<file path="src/rtl/seven_segment_scan_driver.sv">
// Multiplexed N-digit hex seven-segment scanner: decimal points, frame snapshot,
// leading-zero suppression, PWM brightness, per-digit blink and a guard cycle.
module seven_segment_scan_driver #(
  parameter int NUM_DIGITS     = 4,
  parameter int REFRESH_CYCLES = 6000,
  parameter int BRIGHT_BITS    = 4,
  parameter bit SEG_ACTIVE_LOW = 1'b1,
  parameter bit DIG_ACTIVE_LOW = 1'b1
) (
  input  logic                      clk_in,
  input  logic                      rst_n,
  input  logic [4*NUM_DIGITS-1:0]   digit_value,
  input  logic [NUM_DIGITS-1:0]     dp,
  input  logic                      zero_fill,
  input  logic [BRIGHT_BITS-1:0]    brightness,
  input  logic [NUM_DIGITS-1:0]     blink_en,
  input  logic                      blink_tick,
  output logic [7:0]                seg_port,
  output logic [NUM_DIGITS-1:0]     dig_port,
  output logic                      frame_done
);

  localparam int CW = (REFRESH_CYCLES > 1) ? $clog2(REFRESH_CYCLES) : 1;
  localparam int UW = (NUM_DIGITS > 1) ? $clog2(NUM_DIGITS) : 1;
  localparam int PW = CW + BRIGHT_BITS;
  localparam logic [CW-1:0]         CNT_MAX = CW'(REFRESH_CYCLES - 1);
  localparam logic [UW-1:0]         CUR_MAX = UW'(NUM_DIGITS - 1);
  localparam logic [7:0]            SEG_OFF = {8{SEG_ACTIVE_LOW}};
  localparam logic [NUM_DIGITS-1:0] DIG_OFF = {NUM_DIGITS{DIG_ACTIVE_LOW}};

  function automatic logic [6:0] hex_to_seg(input logic [3:0] nib);
    logic [6:0] s;
    case (nib)
      4'h0: s = 7'h3F;  4'h1: s = 7'h06;  4'h2: s = 7'h5B;  4'h3: s = 7'h4F;
      4'h4: s = 7'h66;  4'h5: s = 7'h6D;  4'h6: s = 7'h7D;  4'h7: s = 7'h07;
      4'h8: s = 7'h7F;  4'h9: s = 7'h6F;  4'hA: s = 7'h77;  4'hB: s = 7'h7C;
      4'hC: s = 7'h39;  4'hD: s = 7'h5E;  4'hE: s = 7'h79;  default: s = 7'h71;
    endcase
    return s;
  endfunction

  logic [CW-1:0]           cnt_q, cnt_d;
  logic [UW-1:0]           cur_q, cur_d;
  logic [4*NUM_DIGITS-1:0] val_q;
  logic [NUM_DIGITS-1:0]   dp_q, ben_q;
  logic                    zf_q;
  logic [BRIGHT_BITS-1:0]  bri_q;
  logic                    phase_q;
  logic [7:0]              seg_q, seg_d;
  logic [NUM_DIGITS-1:0]   dig_q, dig_d;
  logic                    fd_q, fd_d;

  logic                    wrap_slot, wrap_frame;
  logic [CW-1:0]           on_limit;
  logic [3:0]              nib;
  logic [NUM_DIGITS-1:0]   supp;
  logic                    run;
  logic [7:0]              lit;
  logic [NUM_DIGITS-1:0]   sel;

  assign wrap_slot  = (cnt_q == CNT_MAX);
  assign wrap_frame = wrap_slot && (cur_q == '0);
  assign cnt_d      = wrap_slot ? '0 : cnt_q + CW'(1);
  assign cur_d      = wrap_frame ? CUR_MAX : (wrap_slot ? cur_q - UW'(1) : cur_q);
  assign nib        = val_q[4*int'(cur_q) +: 4];

  // Full-width product before the shift so large REFRESH_CYCLES keeps its precision.
  assign on_limit = (&bri_q) ? CNT_MAX
                             : CW'((PW'(bri_q) * PW'(CNT_MAX)) >> BRIGHT_BITS);

  // A digit stays blank only while it and every more significant digit are bare zeros.
  always_comb begin
    supp = '0;
    run  = !zf_q;
    for (int i = NUM_DIGITS - 1; i >= 0; i--) begin
      run     = run && (val_q[4*i +: 4] == 4'h0) && !dp_q[i];
      supp[i] = run && (i != 0);
    end
  end

  always_comb begin
    lit = {dp_q[cur_q], hex_to_seg(nib)};
    if (supp[cur_q] || (phase_q && ben_q[cur_q]) || (cnt_q == '0))
      lit = 8'h00;
    seg_d = lit ^ SEG_OFF;

    sel = '0;
    if ((cnt_q != '0) && (cnt_q <= on_limit))
      sel[cur_q] = 1'b1;
    dig_d = sel ^ DIG_OFF;

    fd_d = wrap_frame;
  end

  always_ff @(posedge clk_in) begin
    if (!rst_n) begin
      cnt_q   <= '0;
      cur_q   <= CUR_MAX;
      phase_q <= 1'b0;
      seg_q   <= SEG_OFF;
      dig_q   <= DIG_OFF;
      fd_q    <= 1'b0;
    end else begin
      cnt_q <= cnt_d;
      cur_q <= cur_d;
      seg_q <= seg_d;
      dig_q <= dig_d;
      fd_q  <= fd_d;
      if (blink_tick)
        phase_q <= ~phase_q;
    end
  end

  // Inputs are sampled only at frame boundaries so a frame never mixes two values.
  always_ff @(posedge clk_in) begin
    if (!rst_n || wrap_frame) begin
      val_q <= digit_value;
      dp_q  <= dp;
      zf_q  <= zero_fill;
      bri_q <= brightness;
      ben_q <= blink_en;
    end
  end

  assign seg_port   = seg_q;
  assign dig_port   = dig_q;
  assign frame_done = fd_q;

endmodule

</file>
<file path="config.mk">
export PLATFORM = sky130hd
export DESIGN_NAME = seven_segment_scan_driver
export DESIGN_NICKNAME = d
export VERILOG_FILES = /design/src/rtl/seven_segment_scan_driver.sv
export SDC_FILE = /design/constraint.sdc
export NUM_CORES = 1
export LEC_CHECK = 0
export ABC_CLOCK_PERIOD_IN_PS = 12500
export CAP_MARGIN = 20
export CORE_UTILIZATION = 60
export DETAILED_ROUTE_END_ITERATION = 8
export PLACE_DENSITY = 0.9
export SYNTH_ARGS = -nofsm -noshare
export SYNTH_HDL_FRONTEND = slang
export SYNTH_SLANG_ARGS = --single-unit
</file>
<file path="constraint.sdc">
create_clock -name clk_in -period 12.5 [get_ports clk_in]
set_clock_uncertainty 0.15 [all_clocks]
set_input_delay 3.75 -clock clk_in [delete_from_list [all_inputs] [get_ports clk_in]]
set_output_delay 3.75 -clock clk_in [all_outputs]
set_load 0.01 [all_outputs]
</file>
* Word level (Yosys, flattened, before mapping)
Memory sizes are Yosys's and may differ from the RTL's. Index checks and enable logic that the tools add are counted.
Cells by class: multipliers 1, muxes and demuxes 11, bitwise gates (word level) 4, add/sub/neg operators 2, equality and inequality tests 1, shift operators 1, magnitude comparators 3, reductions and logical operators 27
Operator list (number):
- 4-bit by 13-bit multiplier with 17-bit output (second input constant) | 1
- 16-bit by 5-bit indexed part select with 4-bit output | 1
- 13-bit by 1-bit adder with 13-bit output (second input constant) | 1
- 13-bit == test (second input constant) | 1
- 13-bit <= comparator | 1
- 13-bit zero test | 1
- 13-bit 2-to-1 mux | 1
- 13-bit nonzero test | 1
- 4-bit zero test | 3
- 1-bit logical AND | 10
- 8-bit 2-to-1 mux | 1
- 8-bit inverter | 1
- 1-bit binary-select mux with 2-bit select | 3
- 1-bit zero test | 5
- 1-bit 2-to-1 mux | 4
- 4-bit 2-to-1 mux | 1
- 4-bit inverter | 1
- 4-bit AND reduction | 1
- 2-bit OR reduction | 2
- 1-bit logical OR | 3
- 2-bit by 3-bit < comparator with 1-bit output (second input constant) | 1
- 1-bit demux with 2-bit select | 1
- 2-bit by 1-bit >= comparator with 1-bit output (second input constant) | 1
- 2-bit zero test | 1
- 2 further kinds | 3
Storage, ports and cells: input port bits 32, ROM bits 112, logic and storage cells 62, bits in registers 58, memories kept 1, output and inout port bits 13
Memories:
- (no name shown) | words 16, width 7, rd ports 1, clocked after memory_dff 0, write ports 0, line 33 | case (nib)

* Depth between registers and ports, before layout
Gate-level depths: netlist of the first run.
depth after elaboration 13, depth in mapped cells 16

* Worst setup path before layout of the first run
Ideal clock, no wire load.
kind input to register, start point input rst_n, end point register ben_q[0], enable pin, arrival time 4377 ps, data required time 11964 ps, setup time 386 ps, stages 1, slack 7587 ps, cells stage by stage nand2_1
On the way: longest elaborated chain between the ends 2
RTL lines:
- start, declared | line 11 | input logic rst_n,
- 1-bit zero test | line 116 | if (!rst_n || wrap_frame) begin
- 1-bit logical OR | line 116
- end signal, assigned | line 121 | ben_q <= blink_en;
- end, declared | line 45 | logic [NUM_DIGITS-1:0] dp_q, ben_q;
No other way between the ends. A chain may end at the register's enable or synchronous reset.

==> results of run 1 <==
[power by group]
| part | internal [mW] | switching, mW |
|---|---|---|
| Clock | 0.113 | 0.0796 |
| Sequential | 0.210 | 0.00614 |
| Combinational | 0.0775 | 0.0971 |
| Total | 0.400 | 0.183 |
[state kept, by name (all words and copies together), names as in the netlist]
register    cells
cur_q           2
dig_port        4
val_q          16
dp_q            4
bri_q           4
cnt_q          13
seg_port        8
zf_q            1
ben_q           4
phase_q         1
frame_done      1
[metrics by stage]
stage	hold slack, ps	area [µm²]	instances
after floorplan	276	3670	352
after global placement	284	4160	465
after detailed placement	302	4160	465
after CTS	348	4380	481
after global routing	395	4390	482
final	356	4390	482
[cells by family after synthesis]
logic type / count (synthesis)
AND/OR/NAND/NOR: 125
AO/OA/AOI/OAI: 64
flip-flops: 58
adder cells (fa/ha/maj): 52
buffers and inverters: 27
XOR/XNOR: 18
multiplexers: 8
[final timing paths]
path,start,end
max reg2reg,bri_q[1]$_DFFE_PP_,dig_port[1]$_SDFF_PN1_
max,rst_n,seg_port[4]$_SDFF_PN1_
min,cnt_q[0]$_SDFF_PP0_,cnt_q[0]$_SDFF_PP0_
min reg2reg,cnt_q[0]$_SDFF_PP0_,cnt_q[0]$_SDFF_PP0_
[synth_stat cells (all sizes together) (2+ instances only)]
| master | instances |
|---|---|
| ha | 46 |
| nor2 | 34 |
| nand2 | 30 |
| dfxtp | 29 |
| edfxtp | 29 |
| inv | 21 |
| a21oi | 15 |
| nand3 | 14 |
| o21ai | 13 |
| and3 | 12 |
| xnor2 | 12 |
| nor3 | 7 |
| fa | 6 |
| mux4 | 6 |
| nor2b | 6 |
| xor2 | 6 |
| buf | 5 |
| nand4 | 5 |
| o21a | 5 |
| a21o | 4 |
| and2 | 4 |
| nand2b | 4 |
| a211oi | 3 |
| a22oi | 3 |
| a31oi | 3 |
| a41oi | 3 |
| nor4 | 3 |
| o21bai | 3 |
| and4 | 2 |
| nand3b | 2 |
| o211ai | 2 |
[per-layer routing]
metal | up-vias | GRT usage (%) | part of all wire [%]
li1 | 1389 | - | -
met1 | 1426 | 34.4 | 39
met2 | 179 | 51.1 | 50
met3 | 38 | 7.84 | 8.4
met4 | 0 | 11.6 | 3.0
met5 | - | 0 | 0
[critical path, stage by stage]
cell             delay [ps]
clkdlybuf4s50_1         560
inv_1                   130
a41oi_1                 470
nand2_1                 190
a31oi_4                 330
o311ai_1                150
[cell type report]
type | instances | area, µm²
clock buffers | 10 | 128
clock inverters | 6 | 91.3
fillers | 345 | 1530
inverters | 21 | 78.8
multi-input cells | 267 | 2090
flip-flops and latches | 58 | 1450
well taps | 75 | 93.8
repair buffers | 45 | 455
==> impl_results.md, run 1 <==
* Worst-Margin Slew at 734 ps
* Sequential share of the synthesized area at 39.6%
* First-pass GRT wire length at 14,000 µm
* Remaining global-route overflow at 0
* Async SR Flop Fraction at 0%
* Largest net degree at the start of global routing at 30
* Max-slew headroom at 50.9%
* TritonRoute pass-1 iters at 5
* CP Max Fanout at 8
* Maximum vdd drop at 0.125 mV
* Clk pin slew, worst setup/hold paths at 70 ps
* Clock root buffer master: clkbuf_8
* Main area contributors after synthesis: edfxtp_1 (24%), dfxtp_1 (16%), ha_1 (16%), nor2_1 (3.5%), fa_1 (3.3%)
* Synth Area in Adders at 19.0%
* LEAKAGE at 1.86 nW
* Layout cells sized above 1 at 7.13%
* Synth Area in Compound Gates at 12.6%
* HP Class: register to register
* Pwr Density at 133 nW/µm²
* Final TNS setup at 0 ps
* TritonCTS clock tree: built
* H-tree depth at 3
* R2R depth at 14
* Number of buffers created by CTS at 9
* Final setup viols at 0
* Final wirelength at 8920 µm
* Clock buffer depth at 2
* Die Y at 80.2 µm
* Fmax at 181 MHz
* Synth Area in Simple Gates at 16.7%
* Via count at 3,032
* Most used DFF post-synth: edfxtp_1
* Core area at 5920 µm²
* CP Class: primary input to register
* Synth warn at 0
* Ant diodes at 0
* Antenna-violating nets left at 0
* Synth cell types at 53
* Crit path DAT at 5580 ps
* Iter 0 DRT Violations at 323
* Most frequent cells in the layout: ha_1 (46), clkdlybuf4s50_1 (44), nor2_1 (34), nand2_1 (30)
* Setup Buffers After CTS at 0
* Tmin final at 5520 ps
* Post-Synth XOR/XNOR Area at 4.30%
* Vias/cell at 6.29
* Worst reg2reg setup slack at 7320 ps
* GPL Wtd Cong at 0.882
* Flops & latches, synth at 58
* Area growth syn-to-layout at 19.8%
* Vias in the first global route at 3,048
* Port buffer count at 44
* Final slew viol count at 0
* Post-CTS Hold Fix Bufs at 0
* Syn_nets at 436
* Die W at 80.2 µm
* PnR worst setup slack at 6980 ps
* Hold Path Cell Cnt at 1
* Tot GR Track Use at 29.4%
* Period utilization at 44.2%
* Clock sinks at 58
* CP Capture Type: register
* Initial antenna violation count at 0
* Die ar. at 6430 µm²
* Unrepaired setup endpoints after global routing: no
* Hold Fails Final Rpt at 0
* Overall power consumption at 583 µW
* Number of max-cap violations at 0
* WL/cell at 18.5 µm
* Pre-CTS WS at 6710 ps
* Number of synthesized flops with an enable pin at 29
* Final core occ at 74.2%
* WP data required at 12,560 ps
* Cts repair resizes at 0
* Residual DRC count at 0
* Initial cell density of the core at 61.9%
* HPWL after DPL at 6410 µm
* Commonest non-fill, non-tap cell in the layout: ha_1
* Outcome: completed
* Synth top area share at 23.8%
* # rows at 28
* Largest area contributor in the netlist: edfxtp_1
* Multiplexer area fraction after synthesis at 4.47%
* Syn Std Cell Area at 3670 µm²
* Gate Count Post-Synth at 352
* # IOs at 45
* Combinational family with the most area after synthesis: adder cells
* Clk_lat worst skew at 350 ps
* Worst setup SP type: primary input
* Layout Nets at 486
* Syn avg cell area at 10.4 µm²
Note: power is estimated with default switching activity, not from simulation.
==> run 2: changes to the inputs <==
--- a/config.mk
+++ b/config.mk
@@ -5,11 +5,11 @@
 export SDC_FILE = /design/constraint.sdc
 export NUM_CORES = 1
 export LEC_CHECK = 0
-export ABC_CLOCK_PERIOD_IN_PS = 12500
+export ABC_CLOCK_PERIOD_IN_PS = 5500
 export CAP_MARGIN = 20
-export CORE_UTILIZATION = 60
+export CORE_UTILIZATION = 56
 export DETAILED_ROUTE_END_ITERATION = 8
-export PLACE_DENSITY = 0.9
+export PLACE_DENSITY = 0.85
 export SYNTH_ARGS = -nofsm -noshare
 export SYNTH_HDL_FRONTEND = slang
 export SYNTH_SLANG_ARGS = --single-unit
==> constraint.sdc (replaced) <==
create_clock -name clk_in -period 5.5 [get_ports clk_in]
set_clock_uncertainty 0.15 [all_clocks]
set_input_delay 1.65 -clock clk_in [delete_from_list [all_inputs] [get_ports clk_in]]
set_output_delay 1.65 -clock clk_in [all_outputs]
set_load 0.01 [all_outputs]
==> impl_results.md, run 2 (synthesized netlist as in run 1, its figures left out) <==
* Via count at 2,875
* Crit path DAT at 4890 ps
* Clk pin slew, worst setup/hold paths at 70 ps
* Layout Nets at 486
* TritonRoute pass-1 iters at 4
* H-tree depth at 3
* Worst reg2reg setup slack at 640 ps
* Worst setup SP type: register
* Hold_ws at 328 ps
* Antenna-violating nets left at 0
* Number of buffers created by CTS at 9
* HPWL after DPL at 5980 µm
* Critical Path Sink: dig_port[3]$_SDFF_PN1_
* Period utilization at 88.3%
* Largest register by flop count: val_q
* # rows at 29
* Core area at 6350 µm²
* Most frequent cells in the layout: ha_1 (46), clkdlybuf4s50_1 (44), nor2_1 (34), nand2_1 (30)
* Hold Path Cell Cnt at 1
* HP Class: register to register
* Ant diodes at 0
* Final wirelength at 7940 µm
* CP Capture Type: register
* Worst-Margin Slew at 571 ps
* WL/cell at 16.4 µm
* First-pass GRT wire length at 13,200 µm
* Tot GR Track Use at 24.2%
* Final TNS setup at 0 ps
* Unrepaired setup endpoints after global routing: no
* Iter 0 DRT Violations at 267
* Final setup viols at 0
* Layout cells sized above 1 at 7.37%
* Die Y at 82.9 µm
* Die ar. at 6870 µm²
* Area growth syn-to-layout at 19.4%
* TritonCTS clock tree: built
* CP Class: register to register
* Remaining global-route overflow at 0
* Final Non-Filler Cells at 484
* Max reg flops at 16
* Vias/cell at 5.94
* Initial antenna violation count at 0
* RR Endpoint: dig_port[3]$_SDFF_PN1_
* R2R depth at 14
* Cells after DPL at 467
* Fill count at 446
* Maximum vdd drop at 0.259 mV
* Fmax at 206 MHz
* LEAKAGE at 1.85 nW
* Final slew viol count at 0
* Pwr Density at 289 nW/µm²
* CP Max Fanout at 8
* Residual DRC count at 0
* Max-slew headroom at 61.8%
* WP data required at 5530 ps
* Number of max-cap violations at 0
* # IOs at 45
* Tmin final at 4860 ps
* Initial cell density of the core at 57.7%
* Clock sinks at 58
* Die W at 82.9 µm
* Post-CTS Hold Fix Bufs at 0
* Port buffer count at 44
* Outcome: completed
* Crit Reg-Reg Startpoint: bri_q[1]$_DFFE_PP_
* Setup Buffers After CTS at 0
* Vias in the first global route at 2,872
* Critical Path Start: bri_q[1]$_DFFE_PP_
* Commonest non-fill, non-tap cell in the layout: ha_1
* Clk_lat worst skew at 330 ps
* Hold Fails Final Rpt at 0
* GPL Wtd Cong at 0.968
* Cts repair resizes at 0
* Clock root buffer master: clkbuf_8
* Largest net degree at the start of global routing at 30
* Clock buffer depth at 2
==> run 2: cell count changes in the layout (fill, tap and decap cells not counted), sizes merged <==
cell    previous run  this run
bufinv             2         1
clkinv             0         2
inv               22        21
==> run 2: per-stage QoR <==
step           util (%)  worst slack, ps  cell area, µm²  power [mW]
2_1_floorplan         -             1230            3670       0.764
3_3_place_gp       65.5              947            4160       0.852
3_5_place_dp       65.5              763            4160       0.867
4_1_cts            68.7              700            4360        1.26
5_1_grt            68.9              346            4380        1.34
6_report           68.9              641            4380        1.26
==> run 2: area by class of cell <==
cell class                 instances  area [µm²]  share of cell area [%]
timing repair buffer              45         455                    10.4
clock inverter                     6        66.3                    1.51
multi-input combinational        267        2090                    47.8
clock buffer                      10         138                    3.14
tap                               77        96.3                    2.20
inverter                          21        78.8                    1.80
sequential                        58        1450                    33.2
==> run 2: how the worst min path moves through the flow <==
stage	startpoint	to	slack, ps
floorplan	cnt_q[0]$_SDFF_PP0_	cnt_q[0]$_SDFF_PP0_	280
global placement	cnt_q[0]$_SDFF_PP0_	cnt_q[0]$_SDFF_PP0_	290
detailed placement	cnt_q[0]$_SDFF_PP0_	cnt_q[0]$_SDFF_PP0_	320
CTS	cnt_q[0]$_SDFF_PP0_	cnt_q[0]$_SDFF_PP0_	330
global route	cnt_q[0]$_SDFF_PP0_	cnt_q[0]$_SDFF_PP0_	360
finish	cnt_q[0]$_SDFF_PP0_	cnt_q[0]$_SDFF_PP0_	330
==> run 2: power by group <==
part,total [mW],internal (mW),switching [mW],leakage (nW)
clock,0.396,0.221,0.175,0.0945
sequential,0.490,0.476,0.0135,0.521
combinational,0.378,0.174,0.203,1.24
total,1.26,0.872,0.392,1.85
==> run 2: critical path, stage by stage, from the launching register on <==
cell and delay (ps):
edfxtp_1 520, fa_1 660, fa_1 450, ha_1 320
nand4_1 150, a221oi_2 510, a21boi_0 200, xnor2_1 160
nand2_1 70, ha_1 310, a21o_1 180, a211oi_1 280
nor3_1 80, o31ai_1 510, nand3_1 140
==> run 2: per-layer routing <==
layer,vias up,routed length (µm),track usage (%)
met1,1365,3390,30.6
met2,108,3870,40.6
li1,1389,-,-
met4,0,108,7.05
met5,-,0,0
met3,13,575,6.66
==> run 3: changes to the inputs <==
--- a/config.mk
+++ b/config.mk
@@ -9,7 +9,9 @@
 export CAP_MARGIN = 20
 export CORE_UTILIZATION = 56
 export DETAILED_ROUTE_END_ITERATION = 8
+export GPL_ROUTABILITY_DRIVEN = 0
 export PLACE_DENSITY = 0.85
+export SLEW_MARGIN = 10
 export SYNTH_ARGS = -nofsm -noshare
 export SYNTH_HDL_FRONTEND = slang
 export SYNTH_SLANG_ARGS = --single-unit
==> impl_results.md, run 3 (synthesized netlist as in run 1, its figures left out) <==
* Clock buffer depth at 2
* TritonCTS clock tree: built
* First-pass GRT wire length at 13,400 µm
* HPWL after DPL at 5980 µm
* LEAKAGE at 1.87 nW
* TritonRoute pass-1 iters at 5
* Tot GR Track Use at 25.1%
* Initial antenna violation count at 0
* Clk pin slew, worst setup/hold paths at 70 ps
* Worst-Margin Slew at 632 ps
* Max-slew headroom at 57.5%
* Crit path DAT at 4980 ps
* Critical Path Start: bri_q[1]$_DFFE_PP_
* CP Max Fanout at 8
* Initial cell density of the core at 57.7%
* Cells after DPL at 467
* Post-CTS Hold Fix Bufs at 0
* # IOs at 45
* Antenna-violating nets left at 0
* Number of buffers created by CTS at 9
* Layout cells sized above 1 at 6.88%
* Largest net degree at the start of global routing at 30
* Crit Reg-Reg Startpoint: bri_q[1]$_DFFE_PP_
* Period utilization at 90.1%
* Cts repair resizes at 0
* Worst setup SP type: register
* Critical-path cell with the highest stage delay: fa_1
* Final setup viols at 0
* Vias/cell at 6.07
* # rows at 29
* Hold_ws at 313 ps
* Core area at 6350 µm²
* WL/cell at 17.1 µm
* Hold_sp: cnt_q[0]$_SDFF_PP0_
* Critical path's largest stage delay at 660 ps
* Most frequent cells in the layout: ha_1 (46), clkdlybuf4s50_1 (44), nor2_1 (34), nand2_1 (30)
* DP Area at 4160 µm²
* Final wirelength at 8300 µm
* Pwr Density at 294 nW/µm²
* Setup Buffers After CTS at 0
* Unrepaired setup endpoints after global routing: no
* Largest register by flop count: val_q
* Hold Fails Final Rpt at 0
* Remaining global-route overflow at 0
* Fmax at 202 MHz
* Outcome: completed
* Max reg flops at 16
* Residual DRC count at 0
* Post-Layout Inst Area at 4400 µm²
* Maximum vdd drop at 0.257 mV
* Die ar. at 6870 µm²
* Final core occ at 69.2%
* Crit-path cells: fa_1 -> fa_1 -> ha_1 -> nand4_1 -> a221oi_2 -> a21boi_0 -> xnor2_1 -> nand2_1 -> ha_1 -> a21o_1 -> a211oi_1 -> nor3_1 -> o31ai_1 -> nand3_1
* H-tree depth at 3
* Layout Nets at 486
* Tmin final at 4950 ps
* Clk_lat worst skew at 340 ps
* HP Class: register to register
* CP Class: register to register
* Final TNS setup at 0 ps
* Via count at 2,938
* WP data required at 5530 ps
* Final Non-Filler Cells at 484
* Clock root buffer master: clkbuf_8
* Number of max-cap violations at 0
* Vias in the first global route at 2,808
* CP Capture Type: register
* Commonest non-fill, non-tap cell in the layout: ha_1
* Die Y at 82.9 µm
* Port buffer count at 44
* Final slew viol count at 0
* Die W at 82.9 µm
* Area growth syn-to-layout at 19.9%
* Iter 0 DRT Violations at 239
* Ant diodes at 0
* Clock sinks at 58
==> run 3: metal layers <==
metal | routed length (µm) | vias to the layer above | global-route usage, % | part of all wire [%]
li1 | - | 1383 | - | -
met1 | 3480 | 1386 | 32.4 | 42
met2 | 4020 | 144 | 39.6 | 48
met3 | 552 | 25 | 6.16 | 6.7
met4 | 246 | 0 | 12.5 | 3.0
met5 | 0 | - | 0 | 0
==> run 3: critical path: cells and delay by family, from the launching register on <==
| kind | cells | cell delay [ps] |
|---|---|---|
| xor+xnor | 1 | 170 |
| flops | 1 | 510 |
| simple gates | 4 | 500 |
| fa+ha+maj | 4 | 1760 |
| compound gates | 5 | 1700 |
==> run 3: layout make-up <==
cell class	instances	area, µm²
fill	428	1950
timing repair buffer	45	468
clock buffer	10	128
inverter	21	78.8
tap	77	96.3
multi-input combinational	267	2090
sequential	58	1450
clock inverter	6	81.3
==> run 3: through the flow <==
step	worst slack [ps]	power (mW)
4_1_cts	706	1.29
2_1_floorplan	1230	0.764
5_1_grt	189	1.37
6_report	546	1.29
3_5_place_dp	761	0.871
3_3_place_gp	983	0.853
==> run 3: power by group <==
part / internal (mW) / switching [mW] / total [mW]
logic: 0.176 / 0.211 / 0.387
clock network: 0.252 / 0.164 / 0.416
registers: 0.477 / 0.0130 / 0.490
total: 0.905 / 0.388 / 1.29
==> run 3: worst paths after layout <==
| path | to | slack [ps] | cells after the start |
|---|---|---|---|
| min reg2reg | cnt_q[0]$_SDFF_PP0_ | 310 | 1 |
| max reg2reg | dig_port[0]$_SDFF_PN1_ | 550 | 14 |
| min | cnt_q[0]$_SDFF_PP0_ | 310 | 1 |
| max | dig_port[0]$_SDFF_PN1_ | 550 | 14 |
